## src/rtl/mux_arbiter_if.sv

```systemverilog
`default_nettype none
// ============================================================================
//  Module      : mux_arbiter_if
//  Description : Request/grant/select bundle between the mux arbiter and the
//                two channels whose traffic shares the 2:1 mux.
//  Revision    : 1.0 - initial release
// ============================================================================
interface mux_arbiter_if;
  logic req_1;
  logic req_2;
  logic gnt_1;
  logic gnt_2;
  logic sel;
  logic busy;
  logic hold_expired;

  modport master (
    output req_1, req_2,
    input  gnt_1, gnt_2, sel, busy, hold_expired
  );

  modport slave (
    input  req_1, req_2,
    output gnt_1, gnt_2, sel, busy, hold_expired
  );
endinterface
`default_nettype wire

```

## src/rtl/mux_arbiter.sv

```systemverilog
`default_nettype none
// ============================================================================
//  Module      : mux_arbiter
//  Description : Two-requester round-robin arbiter owning the 2:1 mux select,
//                with a bounded hold time and a guard gap between grants.
//  Revision    : 1.0 - initial release
// ============================================================================
module mux_arbiter #(
  parameter int MAX_HOLD   = 255,
  parameter int GAP_CYCLES = 1,
  parameter int CNT_W      = 8
) (
  input  wire logic       clk,
  input  wire logic       rst_n,
  mux_arbiter_if.slave    bus
);

  typedef enum logic [1:0] {
    ST_IDLE   = 2'd0,
    ST_GRANT1 = 2'd1,
    ST_GRANT2 = 2'd2,
    ST_GAP    = 2'd3
  } state_t;

  localparam logic             c_hold_en   = (MAX_HOLD != 0);
  localparam logic [CNT_W-1:0] c_hold_last = CNT_W'((MAX_HOLD == 0) ? 0 : MAX_HOLD - 1);
  localparam logic [CNT_W-1:0] c_gap_last  = CNT_W'(GAP_CYCLES - 1);
  localparam logic [CNT_W-1:0] c_cnt_max   = {CNT_W{1'b1}};

  state_t           r_state;
  logic [CNT_W-1:0] r_hold_cnt;
  logic [CNT_W-1:0] r_gap_cnt;
  logic             r_last_ch1;
  logic             r_gnt_1;
  logic             r_gnt_2;
  logic             r_sel;
  logic             r_busy;
  logic             r_hold_expired;

  state_t           w_state_nxt;
  logic [CNT_W-1:0] w_hold_cnt_nxt;
  logic [CNT_W-1:0] w_gap_cnt_nxt;
  logic             w_last_nxt;
  logic             w_expire;
  logic             w_arbitrate;
  logic             w_pick_ch1;
  logic             w_sel_nxt;

  // Ties go to the channel that was not served last.
  always_comb begin
    w_state_nxt    = r_state;
    w_hold_cnt_nxt = r_hold_cnt;
    w_gap_cnt_nxt  = r_gap_cnt;
    w_last_nxt     = r_last_ch1;
    w_expire       = 1'b0;
    w_arbitrate    = 1'b0;
    w_pick_ch1     = bus.req_1 & (~bus.req_2 | ~r_last_ch1);

    case (r_state)
      ST_IDLE: w_arbitrate = 1'b1;
      ST_GRANT1: begin
        if (r_hold_cnt != c_cnt_max) w_hold_cnt_nxt = r_hold_cnt + 1'b1;
        if (!bus.req_1) begin
          w_state_nxt   = ST_GAP;
          w_gap_cnt_nxt = '0;
        end else if (c_hold_en && (r_hold_cnt == c_hold_last) && bus.req_2) begin
          w_state_nxt   = ST_GAP;
          w_gap_cnt_nxt = '0;
          w_expire      = 1'b1;
        end
      end
      ST_GRANT2: begin
        if (r_hold_cnt != c_cnt_max) w_hold_cnt_nxt = r_hold_cnt + 1'b1;
        if (!bus.req_2) begin
          w_state_nxt   = ST_GAP;
          w_gap_cnt_nxt = '0;
        end else if (c_hold_en && (r_hold_cnt == c_hold_last) && bus.req_1) begin
          w_state_nxt   = ST_GAP;
          w_gap_cnt_nxt = '0;
          w_expire      = 1'b1;
        end
      end
      ST_GAP: begin
        // Last gap cycle arbitrates directly so the waiter sees no idle bubble.
        if (r_gap_cnt == c_gap_last) begin
          w_state_nxt = ST_IDLE;
          w_arbitrate = 1'b1;
        end else begin
          w_gap_cnt_nxt = r_gap_cnt + 1'b1;
        end
      end
      default: w_state_nxt = ST_IDLE;
    endcase

    if (w_arbitrate && (bus.req_1 || bus.req_2)) begin
      w_state_nxt    = w_pick_ch1 ? ST_GRANT1 : ST_GRANT2;
      w_hold_cnt_nxt = '0;
      w_last_nxt     = w_pick_ch1;
    end

    w_sel_nxt = r_sel;
    if (w_state_nxt == ST_GRANT1) w_sel_nxt = 1'b1;
    else if (w_state_nxt == ST_GRANT2) w_sel_nxt = 1'b0;
  end

  always_ff @(posedge clk or negedge rst_n) begin
    if (!rst_n) begin
      r_state        <= ST_IDLE;
      r_hold_cnt     <= '0;
      r_gap_cnt      <= '0;
      r_last_ch1     <= 1'b0;
      r_gnt_1        <= 1'b0;
      r_gnt_2        <= 1'b0;
      r_sel          <= 1'b0;
      r_busy         <= 1'b0;
      r_hold_expired <= 1'b0;
    end else begin
      r_state        <= w_state_nxt;
      r_hold_cnt     <= w_hold_cnt_nxt;
      r_gap_cnt      <= w_gap_cnt_nxt;
      r_last_ch1     <= w_last_nxt;
      r_gnt_1        <= (w_state_nxt == ST_GRANT1);
      r_gnt_2        <= (w_state_nxt == ST_GRANT2);
      r_sel          <= w_sel_nxt;
      r_busy         <= (w_state_nxt != ST_IDLE);
      r_hold_expired <= w_expire;
    end
  end

  assign bus.gnt_1        = r_gnt_1;
  assign bus.gnt_2        = r_gnt_2;
  assign bus.sel          = r_sel;
  assign bus.busy         = r_busy;
  assign bus.hold_expired = r_hold_expired;

  a_gnt_exclusive : assert property (@(posedge clk) disable iff (!rst_n)
    !(r_gnt_1 && r_gnt_2));
  a_sel_gnt_1 : assert property (@(posedge clk) disable iff (!rst_n)
    r_gnt_1 |-> r_sel);
  a_sel_gnt_2 : assert property (@(posedge clk) disable iff (!rst_n)
    r_gnt_2 |-> !r_sel);
  a_sel_on_entry : assert property (@(posedge clk) disable iff (!rst_n)
    !$stable(r_sel) |-> ($rose(r_gnt_1) || $rose(r_gnt_2)));

endmodule
`default_nettype wire
```

## src/flat_wrapper.sv

```systemverilog
// flat-port wrapper written by rule: the top's interface ports become plain ports
module mux_arbiter_flat 
#(
  parameter int MAX_HOLD   = 255,
  parameter int GAP_CYCLES = 1,
  parameter int CNT_W      = 8
)
  (clk, rst_n, bus_req_1, bus_req_2, bus_gnt_1, bus_gnt_2, bus_sel, bus_busy, bus_hold_expired);
  mux_arbiter_if bus_i ();
  input  wire logic clk;
  input  wire logic rst_n;
  input wire logic [$bits(bus_i.req_1)-1:0] bus_req_1;
  input wire logic [$bits(bus_i.req_2)-1:0] bus_req_2;
  output wire logic [$bits(bus_i.gnt_1)-1:0] bus_gnt_1;
  output wire logic [$bits(bus_i.gnt_2)-1:0] bus_gnt_2;
  output wire logic [$bits(bus_i.sel)-1:0] bus_sel;
  output wire logic [$bits(bus_i.busy)-1:0] bus_busy;
  output wire logic [$bits(bus_i.hold_expired)-1:0] bus_hold_expired;
  assign bus_i.req_1 = bus_req_1;
  assign bus_i.req_2 = bus_req_2;
  assign bus_gnt_1 = bus_i.gnt_1;
  assign bus_gnt_2 = bus_i.gnt_2;
  assign bus_sel = bus_i.sel;
  assign bus_busy = bus_i.busy;
  assign bus_hold_expired = bus_i.hold_expired;
  mux_arbiter #(.MAX_HOLD(MAX_HOLD), .GAP_CYCLES(GAP_CYCLES), .CNT_W(CNT_W)) u_core (.clk(clk), .rst_n(rst_n), .bus(bus_i));
endmodule
```

## config.mk

```make
export PLATFORM = sky130hd
export DESIGN_NAME = mux_arbiter_flat
export DESIGN_NICKNAME = d
export VERILOG_FILES = /design/src/rtl/mux_arbiter_if.sv /design/src/rtl/mux_arbiter.sv /design/src/flat_wrapper.sv
export SDC_FILE = /design/constraint.sdc
export NUM_CORES = 1
export LEC_CHECK = 0
export BUFFER_PORTS_ARGS = -buffer_cell sky130_fd_sc_hd__buf_2
export CORE_MARGIN = 2
export CORE_UTILIZATION = 54
export CTS_CLUSTER_SIZE = 30
export DETAILED_ROUTE_END_ITERATION = 8
export PLACE_DENSITY = 0.74
export SYNTH_ARGS = -nofsm -noshare
export SYNTH_HDL_FRONTEND = slang
export SYNTH_SLANG_ARGS = --single-unit
```

## constraint.sdc

```tcl
create_clock -name clk -period 2.4 [get_ports clk]
set_clock_uncertainty 0.2 [all_clocks]
set_input_delay 0.36 -clock clk [delete_from_list [all_inputs] [get_ports clk]]
set_output_delay 0.36 -clock clk [all_outputs]
set_load 0.01 [all_outputs]
```

==> metrics.md, run 1 <==
| Metric | Value |
|---|---|
| VDD IR max | `just over 1 mV` |
| Register area share after synthesis | `39.9%` |
| Die Y | `around 57 µm` |
| Depth of the worst register-to-register path | `8` |
| Least-Margin Pin Slew | `roughly 540 ps` |
| PwrDens | `around 1000 mW/mm²` |
| Total negative slack | `-0.874 ps` |
| Final layout net count | `218` |
| CP Class | `flip-flop to flip-flop` |
| Number of top-level pins | `9` |
| Slew Viols, Final | `0` |
| Share of cells above drive strength 1 | `36.1%` |
| Core ar. | `between 0.002 and 0.003 mm²` |
| Total CTS buffers | `3` |
| RSZ-0062 raised after global routing | `true` |
| Min Tclk post-route | `2400 ps` |
| Final Cycle Share | `100%` |
| Row count | `19` |
| GP Congestion | `0.851` |
| Initial core utilization | `55.5%` |
| R2R setup slack | `-0.9 ps` |
| Wirelength per Cell | `between 15 and 20 µm` |
| Antenna cells | `0` |
| Vias | `1397` |
| Critical path data arrival time | `2420 ps` |
| Worst-Skew Late Latency | `about 330 ps` |
| CTS tree | `yes` |
| First-pass GRT wire length | `just under 6000 µm` |
| Hpwl dp | `about 2600 µm` |
| Final Hold Fails | `0` |
| Finished layout cell area | `0.00197 mm²` |
| Die ar. | `0.00322 mm²` |
| Largest net degree at the start of global routing | `25` |
| Max Cap Viol | `0` |
| Area Growth Syn to Fin | `31.0%` |
| Hold crit path type | `primary input to flip-flop` |
| DRT iter0 DRCs | `84` |
| Final wirelength | `~3500 µm` |
| Status | `complete, but fails checks` |
| Global Route met3 Usage | `around 3.2%` |
| Final ANT Viol Nets | `0` |
| Drt pass-1 iters | `4` |
| Met2 usage | `roughly 42%` |
| Place WS | `-63.2 ps` |
| Net Count, Synth | `about 170` |
| Die extent in x | `56.8 µm` |
| YS warnings | `0` |
| Slew headroom | `63.4%` |
| Reg2Reg Launch Point | `u_core.r_gap_cnt[0]` |
| Vias in the first global route | `between 1000 and 1500` |
| All-Layer GR Usage | `23.1%` |
| Failing checks | `setup timing` |
| Crit path max fanout | `2` |
| Startpoint Class | `flip-flop` |
| Largest buffer count on any clock path | `2` |
| Static Leak | `about 0.93 nW` |
| CTS Sinks | `24` |
| Vias per cell | `~6.0` |
| Cell Area, Placed | `around 0.0018 mm²` |
| Critical Path RT | `between 2000 and 2500 ps` |
| Avg Cell Area, Syn | `9.58 µm²` |
| Crit path capture | `u_core.bus.sel` |
| FF+latch count, synth | `24` |
| Number of setup violations in the final report | `1` |
| Fmax | `0.417 GHz` |
| Worst Setup End Kind | `flip-flop` |
| Predominant post-synthesis flop cell | `dfrtp_1` |
| Post-synth EDFFs | `0` |
| PortBufs | `8` |
| CTS H-Tree Depth | `1` |
| Cell variety after synth | `44` |
| Overall power | `0.00201 W` |
| Initial antenna violation count | `0` |
| Worst reg2reg path endpoint | `u_core.bus.sel` |
| Util after Layout | `approximately 73%` |
| Post-route DRC | `0` |
| Mapped cell area | `0.00150 mm²` |
| Crit. Startpoint | `u_core.r_gap_cnt[0]` |
| Synth async-reset ratio | `100%` |
| CTS clock-pin slew for the worst setup and hold paths | `~140 ps` |
| Cell count after synthesis | `between 150 and 200` |
| CTS root buf | `clkbuf_4` |
| GR Util met1 | `about 27%` |
| Grt ovf | `0` |
| Most Crowded Layer GR | `met2` |
| Setup ws final | `-0.874 ps` |
-- metal layers --
metal	vias to the layer above	routed length, µm
met3	7	140
met5	-	0
met2	38	1860
met1	678	1460
met4	0	57
li1	674	-
-- registers in the layout (all words and copies together), names as in the netlist --
register,count
u_core.bus.hold_expired,1
u_core.bus.sel,1
u_core.bus.gnt_2,1
u_core.r_last_ch1,1
u_core.r_hold_cnt,8
u_core.r_state,2
u_core.bus.gnt_1,1
u_core.r_gap_cnt,8
u_core.bus.busy,1
-- synthesized netlist by cell type, types with 3 or more instances --
library cell | instances | share of area, %
o21ai_0 | 7 | 2.3
nand3_1 | 5 | 1.7
nand4_1 | 6 | 2.5
a21oi_1 | 5 | 1.7
nor4_1 | 4 | 1.7
ha_1 | 11 | 9.2
o211ai_1 | 5 | 2.5
inv_1 | 9 | 2.2
dfrtp_1 | 24 | 40
nor3_1 | 4 | 1.3
nor4b_1 | 4 | 2.3
or2_2 | 3 | 1.2
nand2_1 | 13 | 3.2
xnor2_1 | 3 | 1.7
nor2_1 | 13 | 3.2
nand3b_1 | 4 | 2.0
-- cell families (layout without fill, tap and decap cells) --
kind of cell	after synthesis	in the layout	share of synthesized area [%]
xor gates and xnor gates	3	3	1.75
AOI/OAI and AO/OA	35	35	17.9
and+or+nand+nor	69	69	25.7
muxes	3	3	2.08
DFF	24	24	39.9
adders and majority gates	11	11	9.15
buffers and inverters	12	57	3.49
-- final cells by class --
| cell class | instances | area (µm²) |
|---|---|---|
| multi-input cells | 121 | 948 |
| fillers | 194 | 739 |
| flip-flops and latches | 24 | 601 |
| repair buffers | 44 | 313 |
| well taps | 31 | 38.8 |
| clock buffers | 4 | 36.3 |
| inverters | 9 | 33.8 |
-- how the worst min path moves through the flow --
stage                          from                      end  slack [ps]  depth (start not counted)
final                     bus_req_1  u_core.bus.hold_expired         150                          2
after global routing      bus_req_1  u_core.bus.hold_expired         150                          2
after CTS                 bus_req_1  u_core.bus.hold_expired         140                          2
after detailed placement      rst_n     u_core.r_hold_cnt[4]         180                          1
after global placement        rst_n     u_core.r_hold_cnt[4]         170                          1
after floorplan               rst_n          u_core.bus.busy        -140                          0
-- placed cells by master (no fill, tap or decap), types with 3 or more instances in the layout --
cell	count
nand4_1	6
nand3b_1	4
clkbuf_4	3
nand2_1	12
a21oi_1	3
nor4b_1	3
or2_2	3
inv_1	7
o21ai_0	7
ha_1	7
o211ai_1	5
nand3_1	5
dfrtp_1	24
buf_4	35
buf_2	8
nor2_1	13
nor4_1	3
xnor2_1	3
-- stage by stage --
step                instances  hold slack, ps
finish                    233             151
global route              233             152
CTS                       231             140
detailed placement        223             183
global placement          223             172
floorplan                 157            -136
-- report_power, final --
| part | total (W) | internal (W) | switching, W |
|---|---|---|---|
| registers | 0.000532 | 0.000490 | 0.0000422 |
| logic | 0.00126 | 0.000645 | 0.000611 |
| clock network | 0.000221 | 0.0000929 | 0.000128 |
-- critical path, cell delays in order, from the launching register on --
cell     delay, ps
dfrtp_1        420
inv_2           80
ha_4           120
nor4b_4        210
a31o_2         220
nand2_2         60
a311o_1        370
ha_1           280
mux2_2         320
-- repair_timing --
item	in CTS	in global routing
endpoints found under the setup margin	1	6
resized for setup	12	5
endpoints found under the hold margin	24	0
hold buffers	1	0
pin swaps	5	6
buffers inserted	3	3
(Power assumes the default switching activity.)
==> run 2: changes to the inputs <==
ABC_CLOCK_PERIOD_IN_PS = 2400   (was default)
RECOVER_POWER = 50   (was default)
==> run 2 against run 1 <==
Compared with the run above: the flow still finishes with violations (setup timing); flip-flop and latch count unchanged; maximum frequency is essentially flat; critical path depth is the same; die area unchanged; clock-buffer cell count is the same; cell area decreased by 0.19%; worst hold slack about the same; power down 0.19%; via count is 0.21% lower; combinational power barely moved.
==> metrics.md, run 2 (same netlist as run 1, synthesis figures left out) <==
| Metric | Value |
|---|---|
| Static Leak | `~0.92 nW` |
| Die extent in x | `between 50 and 60 µm` |
| Post-route non-filler standard cell count | `between 200 and 250` |
| CTS root buf | `clkbuf_4` |
| Failing checks | `setup timing` |
| Crit path max fanout | `2` |
| GP Congestion | `0.851` |
| Final ANT Viol Nets | `0` |
| CP Class | `flip-flop to flip-flop` |
| PwrDens | `1020 mW/mm²` |
| Drt pass-1 iters | `4` |
| Clk pwr share | `11.0%` |
| Overall power | `around 0.0020 W` |
| CTS Sinks | `24` |
| Worst-Skew Late Latency | `330 ps` |
| Largest registers | `u_core.r_gap_cnt (8), u_core.r_hold_cnt (8), u_core.r_state (2)` |
| All-Layer GR Usage | `between 20% and 30%` |
| CTS H-Tree Depth | `1` |
| Slowest cell delay on critical path | `420 ps` |
| Die Y | `around 57 µm` |
| First-pass GRT wire length | `5850 µm` |
| Vias in the first global route | `between 1000 and 1500` |
| Place WS | `-63.2 ps` |
| Total CTS buffers | `3` |
| DRT iter0 DRCs | `between 80 and 90` |
| Number of setup violations in the final report | `1` |
| CTS tree | `yes` |
| Critical path data arrival time | `2420 ps` |
| Worst Setup End Kind | `flip-flop` |
| Critical path, cell by cell | `inv_2, ha_4, nor4b_4, a31o_2, nand2_2, a311o_1, ha_1, mux2_2` |
| CTS clock-pin slew for the worst setup and hold paths | `between 100 and 150 ps` |
| Startpoint Class | `flip-flop` |
| VDD IR max | `1.01 mV` |
| Slowest-stage cell, CP | `dfrtp_1` |
| Hpwl dp | `about 2600 µm` |
| Slew headroom | `between 10% and 20%` |
| Dpl cells | `223` |
| Fmax | `around 0.42 GHz` |
| Internal power | `0.00122 W` |
| Grt ovf | `0` |
| Slew Viols, Final | `0` |
| Area Growth Syn to Fin | `30.8%` |
| Most common cell after layout, fill and taps aside | `buf_4` |
| Status | `complete, but fails checks` |
| CP delay by family, top | `compound AO/OA/AOI/OAI gates` |
| Final layout net count | `218` |
| Share of cells above drive strength 1 | `roughly a third` |
| WP buf/inv | `1` |
| Final wirelength | `about 3500 µm` |
| NetSw | `roughly 0.00078 W` |
| Largest buffer count on any clock path | `2` |
| Least-Margin Pin Slew | `between 1000 and 1500 ps` |
| Hold crit path type | `primary input to flip-flop` |
| Core ar. | `between 0.002 and 0.003 mm²` |
| Antenna cells | `0` |
| Wirelength per Cell | `around 15 µm` |
| Total negative slack | `-1.05 ps` |
| Number of top-level pins | `9` |
| Final Cycle Share | `100%` |
| Combinational group share of total power | `a little over three fifths` |
| Largest net degree at the start of global routing | `25` |
| Min Tclk post-route | `between 2000 and 2500 ps` |
| PortBufs | `8` |
| Flop pwr share | `26.5%` |
| Max Cap Viol | `0` |
| RSZ-0062 raised after global routing | `true` |
| Initial core utilization | `about 55%` |
| Final Hold Fails | `0` |
| Initial antenna violation count | `0` |
| Die ar. | `0.00322 mm²` |
| Row count | `19` |
| Vias per cell | `around 6.0` |
| Critical Path RT | `roughly 2400 ps` |
| Setup ws final | `-1.05 ps` |
| Most frequent cells in the layout | `buf_4, dfrtp_1, nor2_1, nand2_1` |
| Post-route DRC | `0` |
| Switching share of total power | `a little under 40%` |
| Vias | `around 1400` |
run 2: cell type report:
cell class / instances / area (µm²)
Multi-Input combinational cell: 121 / 948
Inverter: 9 / 33.8
Fill cell: 195 / 743
Clock buffer: 4 / 36.3
Timing Repair Buffer: 44 / 309
Sequential cell: 24 / 601
Tap cell: 31 / 38.8
run 2: repair_timing:
item	in CTS	in global routing
pin swaps	5	6
hold buffers	1	0
endpoints found under the setup margin	1	6
gates resized for setup	12	5
endpoints found under the hold margin	24	0
setup buffers	3	3
run 2: power groups by stage:
| stage | clock, W | sequential, W | combinational [W] |
|---|---|---|---|
| 2_1_floorplan | 0 | 0.000562 | 0.000639 |
| 3_3_place_gp | 0 | 0.000534 | 0.00103 |
| 3_5_place_dp | 0 | 0.000539 | 0.00106 |
| 4_1_cts | 0.000224 | 0.000533 | 0.00118 |
| 5_1_grt | 0.000239 | 0.000541 | 0.00139 |
| 6_report | 0.000221 | 0.000532 | 0.00125 |
run 2: stage by stage:
step / hold WS [ps] / cell area [µm²] / util (%)
2_1_floorplan: -136 / 1520 / -
3_5_place_dp: 183 / 1810 / 66.7
6_report: 151 / 1970 / 72.6
5_1_grt: 152 / 1970 / 72.6
3_3_place_gp: 172 / 1810 / 66.7
4_1_cts: 140 / 1920 / 71.0
run 2: final timing paths:
path / from / cells past startpoint / slack, ps / end
hold / removal: bus_req_1 / 2 / 150 / u_core.bus.hold_expired
setup reg to reg: u_core.r_gap_cnt[0] / 8 / -1 / u_core.bus.sel
max in group asynchronous: rst_n / 2 / 600 / u_core.bus.busy
hold reg to reg: u_core.bus.sel / 1 / 320 / u_core.bus.sel
min in group asynchronous: rst_n / 2 / 620 / u_core.r_hold_cnt[4]
setup / recovery: u_core.r_gap_cnt[0] / 8 / -1 / u_core.bus.sel
run 2: layer usage:
layer  wire [µm]  track usage, %
met1        1470            27.3
met5           0               0
met3         133            3.23
met2        1860            42.4
met4          57            8.31
==> run 3: changes to the inputs <==
ABC_AREA = 1   (was default)
==> run 3 against run 2 <==
Compared with the run above: the run now ends clean; clock-buffer cell count unchanged; combinational power down 20%; cell area down 12%; utilization down 10 points; clock power down 5%; sequential power up 4%; largest cell class unchanged.
==> metrics.md, run 3 <==
| Metric | Value |
|---|---|
| CTS H-Tree Depth | `1` |
| Initial antenna violation count | `0` |
| Most common cell after layout, fill and taps aside | `nand2_1` |
| Area leader, netlist | `dfrtp_1` |
| Slew Viols, Final | `0` |
| Critical path data arrival time | `~2300 ps` |
| VDD IR max | `about 0.9 mV` |
| Largest buffer count on any clock path | `2` |
| Slowest-stage cell, CP | `dfrtp_1` |
| Hold Crit Start | `bus_req_2` |
| Final ANT Viol Nets | `0` |
| Post-synth EDFFs | `0` |
| Commonest cells post-synth | `nand2_1, inv_1, nor2_1` |
| CP Class | `flip-flop to flip-flop` |
| Max Cap Viol | `0` |
| Vias per cell | `slightly above 5` |
| All-Layer GR Usage | `approximately 20%` |
| Top area cells in the synthesized netlist | `dfrtp_1, nand2_1, ha_1` |
| Least-Margin Pin Slew | `~1300 ps` |
| Critical path, cell by cell | `inv_1, ha_1, nand2_2, nor2_4, nand3_4, nand2_8, nand2_8, nor2_4, a21oi_1, ha_1, mux2_2` |
| Wirelength per Cell | `between 10 and 15 µm` |
| Cell variety after synth | `28` |
| CTS root buf | `clkbuf_4` |
| First-pass GRT wire length | `around 5200 µm` |
| Number of setup violations in the final report | `0` |
| Final Cycle Share | `a little over nine tenths` |
| Avg Cell Area, Syn | `around 7.7 µm²` |
| Vias | `between 1000 and 1500` |
| Util after Layout | `62.1%` |
| Static Leak | `between 0.9 and 1 nW` |
| Register area share after synthesis | `between 30% and 40%` |
| Die Y | `about 58 µm` |
| Hold Path Sink | `u_core.bus.hold_expired` |
| Slowest cell delay on critical path | `approximately 440 ps` |
| DRT iter0 DRCs | `between 50 and 60` |
| Slew headroom | `between 10 and 15%` |
| R2R setup slack | `between 100 and 150 ps` |
| Synth async-reset ratio | `100%` |
| Core ar. | `0.00278 mm²` |
| Post-CTS Resized | `0` |
| Worst-Skew Late Latency | `between 300 and 400 ps` |
| Die extent in x | `58.3 µm` |
| Hpwl dp | `roughly 2200 µm` |
| Initial core utilization | `57.2%` |
| Total CTS buffers | `3` |
| Top-area cell type share of the netlist area | `roughly 38%` |
| Predominant post-synthesis flop cell | `dfrtp_1` |
| Net Count, Synth | `approximately 220` |
| Critical Path RT | `about 2400 ps` |
| CP delay by family, top | `simple AND/OR/NAND/NOR gates` |
| Total negative slack | `0 ps` |
| Count leader, synth | `nand2_1` |
| Number of top-level pins | `9` |
| Fmax | `around 0.44 GHz` |
| Worst reg2reg path endpoint | `u_core.bus.sel` |
| Startpoint Class | `flip-flop` |
| Final Hold Fails | `0` |
| Final layout net count | `237` |
| Hold path depth | `3` |
| Most frequent cells in the layout | `nand2_1, inv_1, nor2_1, dfrtp_1, ha_1` |
| Final wirelength | `~3000 µm` |
| Row count | `19` |
| Share of cells above drive strength 1 | `14.9%` |
| Min Tclk post-route | `2270 ps` |
| Cell count after synthesis | `a little over 200` |
| WP buf/inv | `1` |
| Depth of the worst register-to-register path | `11` |
| GP Congestion | `a little under 0.9` |
| Grt ovf | `0` |
| CTS Sinks | `24` |
| Antenna cells | `0` |
| Crit path max fanout | `10` |
| Hold crit path type | `primary input to flip-flop` |
| PwrDens | `roughly 1000 mW/mm²` |
| Mapped cell area | `~0.0016 mm²` |
| CTS tree | `yes` |
| RSZ-0062 raised after global routing | `false` |
| Drt pass-1 iters | `4` |
| Area Growth Syn to Fin | `8.57%` |
| Die ar. | `approximately 0.0034 mm²` |
| PortBufs | `8` |
| Reg2Reg Launch Point | `u_core.r_gap_cnt[0]` |
| Post-route DRC | `0` |
| Largest net degree at the start of global routing | `25` |
| Status | `completed` |
| Worst Setup End Kind | `flip-flop` |
| FF+latch count, synth | `24` |
| Largest registers | `u_core.r_gap_cnt (8), u_core.r_hold_cnt (8), u_core.r_state (2)` |
| YS warnings | `0` |
| Vias in the first global route | `between 1000 and 1500` |
| CTS clock-pin slew for the worst setup and hold paths | `around 130 ps` |
==> run 3: changes by cell type in the layout (fill, tap and decap cells not counted), moves of 4 or more <==
cell and change:
buf_4 -33, ha_1 +4, inv_1 +22, nand2_1 +46, nand3b_1 -4, nor2_1 +16
o211ai_1 -5, o21ai_0 -6, o21ai_1 +9, xor2_1 +4
==> run 3: area by class of cell <==
cell class,instances,area [µm²]
fill,246,1050
multi-input combinational,149,862
sequential,24,601
inverter,33,129
timing repair buffer,11,61.3
tap,31,38.8
clock buffer,4,36.3
==> run 3: layer usage <==
metal  vias up  wire length [µm]  GRT usage (%)
met5         -                 0              0
met4         0                18           7.97
met3         2                70           3.08
met2        20              1470           33.7
met1       593              1410           25.7
li1        662                 -              -
==> run 3: repair_timing <==
item	4_1_cts	5_1_grt
setup buffers	0	2
hold endpoints to repair	24	0
hold buffers	1	0
setup endpoints to repair	0	1
==> run 3: worst max-delay path by stage <==
stage                              startpoint             end  slack, ps  cells past startpoint
after CTS                 u_core.r_gap_cnt[0]  u_core.bus.sel        120                     11
after floorplan           u_core.r_gap_cnt[0]  u_core.bus.sel        250                     11
final                     u_core.r_gap_cnt[0]  u_core.bus.sel        130                     11
after detailed placement  u_core.r_gap_cnt[0]  u_core.bus.sel        140                     11
after global placement    u_core.r_gap_cnt[0]  u_core.bus.sel        190                     11
after global routing        u_core.r_state[0]  u_core.bus.sel          1                      8
==> run 3: report_power, final <==
group | leakage, nW | switching (W) | internal [W]
logic | 0.576 | 0.000641 | 0.000364
clock network | 0.0210 | 0.000117 | 0.0000926
registers | 0.322 | 0.0000620 | 0.000490
==> run 3: tightest hold or removal path: stages <==
cell     delay, ps
buf_2          140
nand2_1         60
nor3_1          50
==> run 3: stage by stage <==
step | area, µm² | total power, W | setup slack, ps | instances | hold slack (ps)
2_1_floorplan | 1590 | 0.00133 | 245 | 206 | -136
3_3_place_gp | 1670 | 0.00149 | 193 | 245 | 163
3_5_place_dp | 1670 | 0.00154 | 140 | 245 | 177
4_1_cts | 1720 | 0.00176 | 120 | 250 | 98.0
5_1_grt | 1730 | 0.00193 | 1.42 | 252 | 127
6_report | 1730 | 0.00177 | 134 | 252 | 123
==> run 3: cell families after synthesis <==
logic type	count (synthesis)	share of synthesized area (%)
AOI/OAI and AO/OA	15	5.66
and+or+nand+nor	116	35.8
xor gates and xnor gates	6	3.30
buffers and inverters	33	8.10
DFF	24	37.7
adders and majority gates	11	8.65
muxes	1	0.707
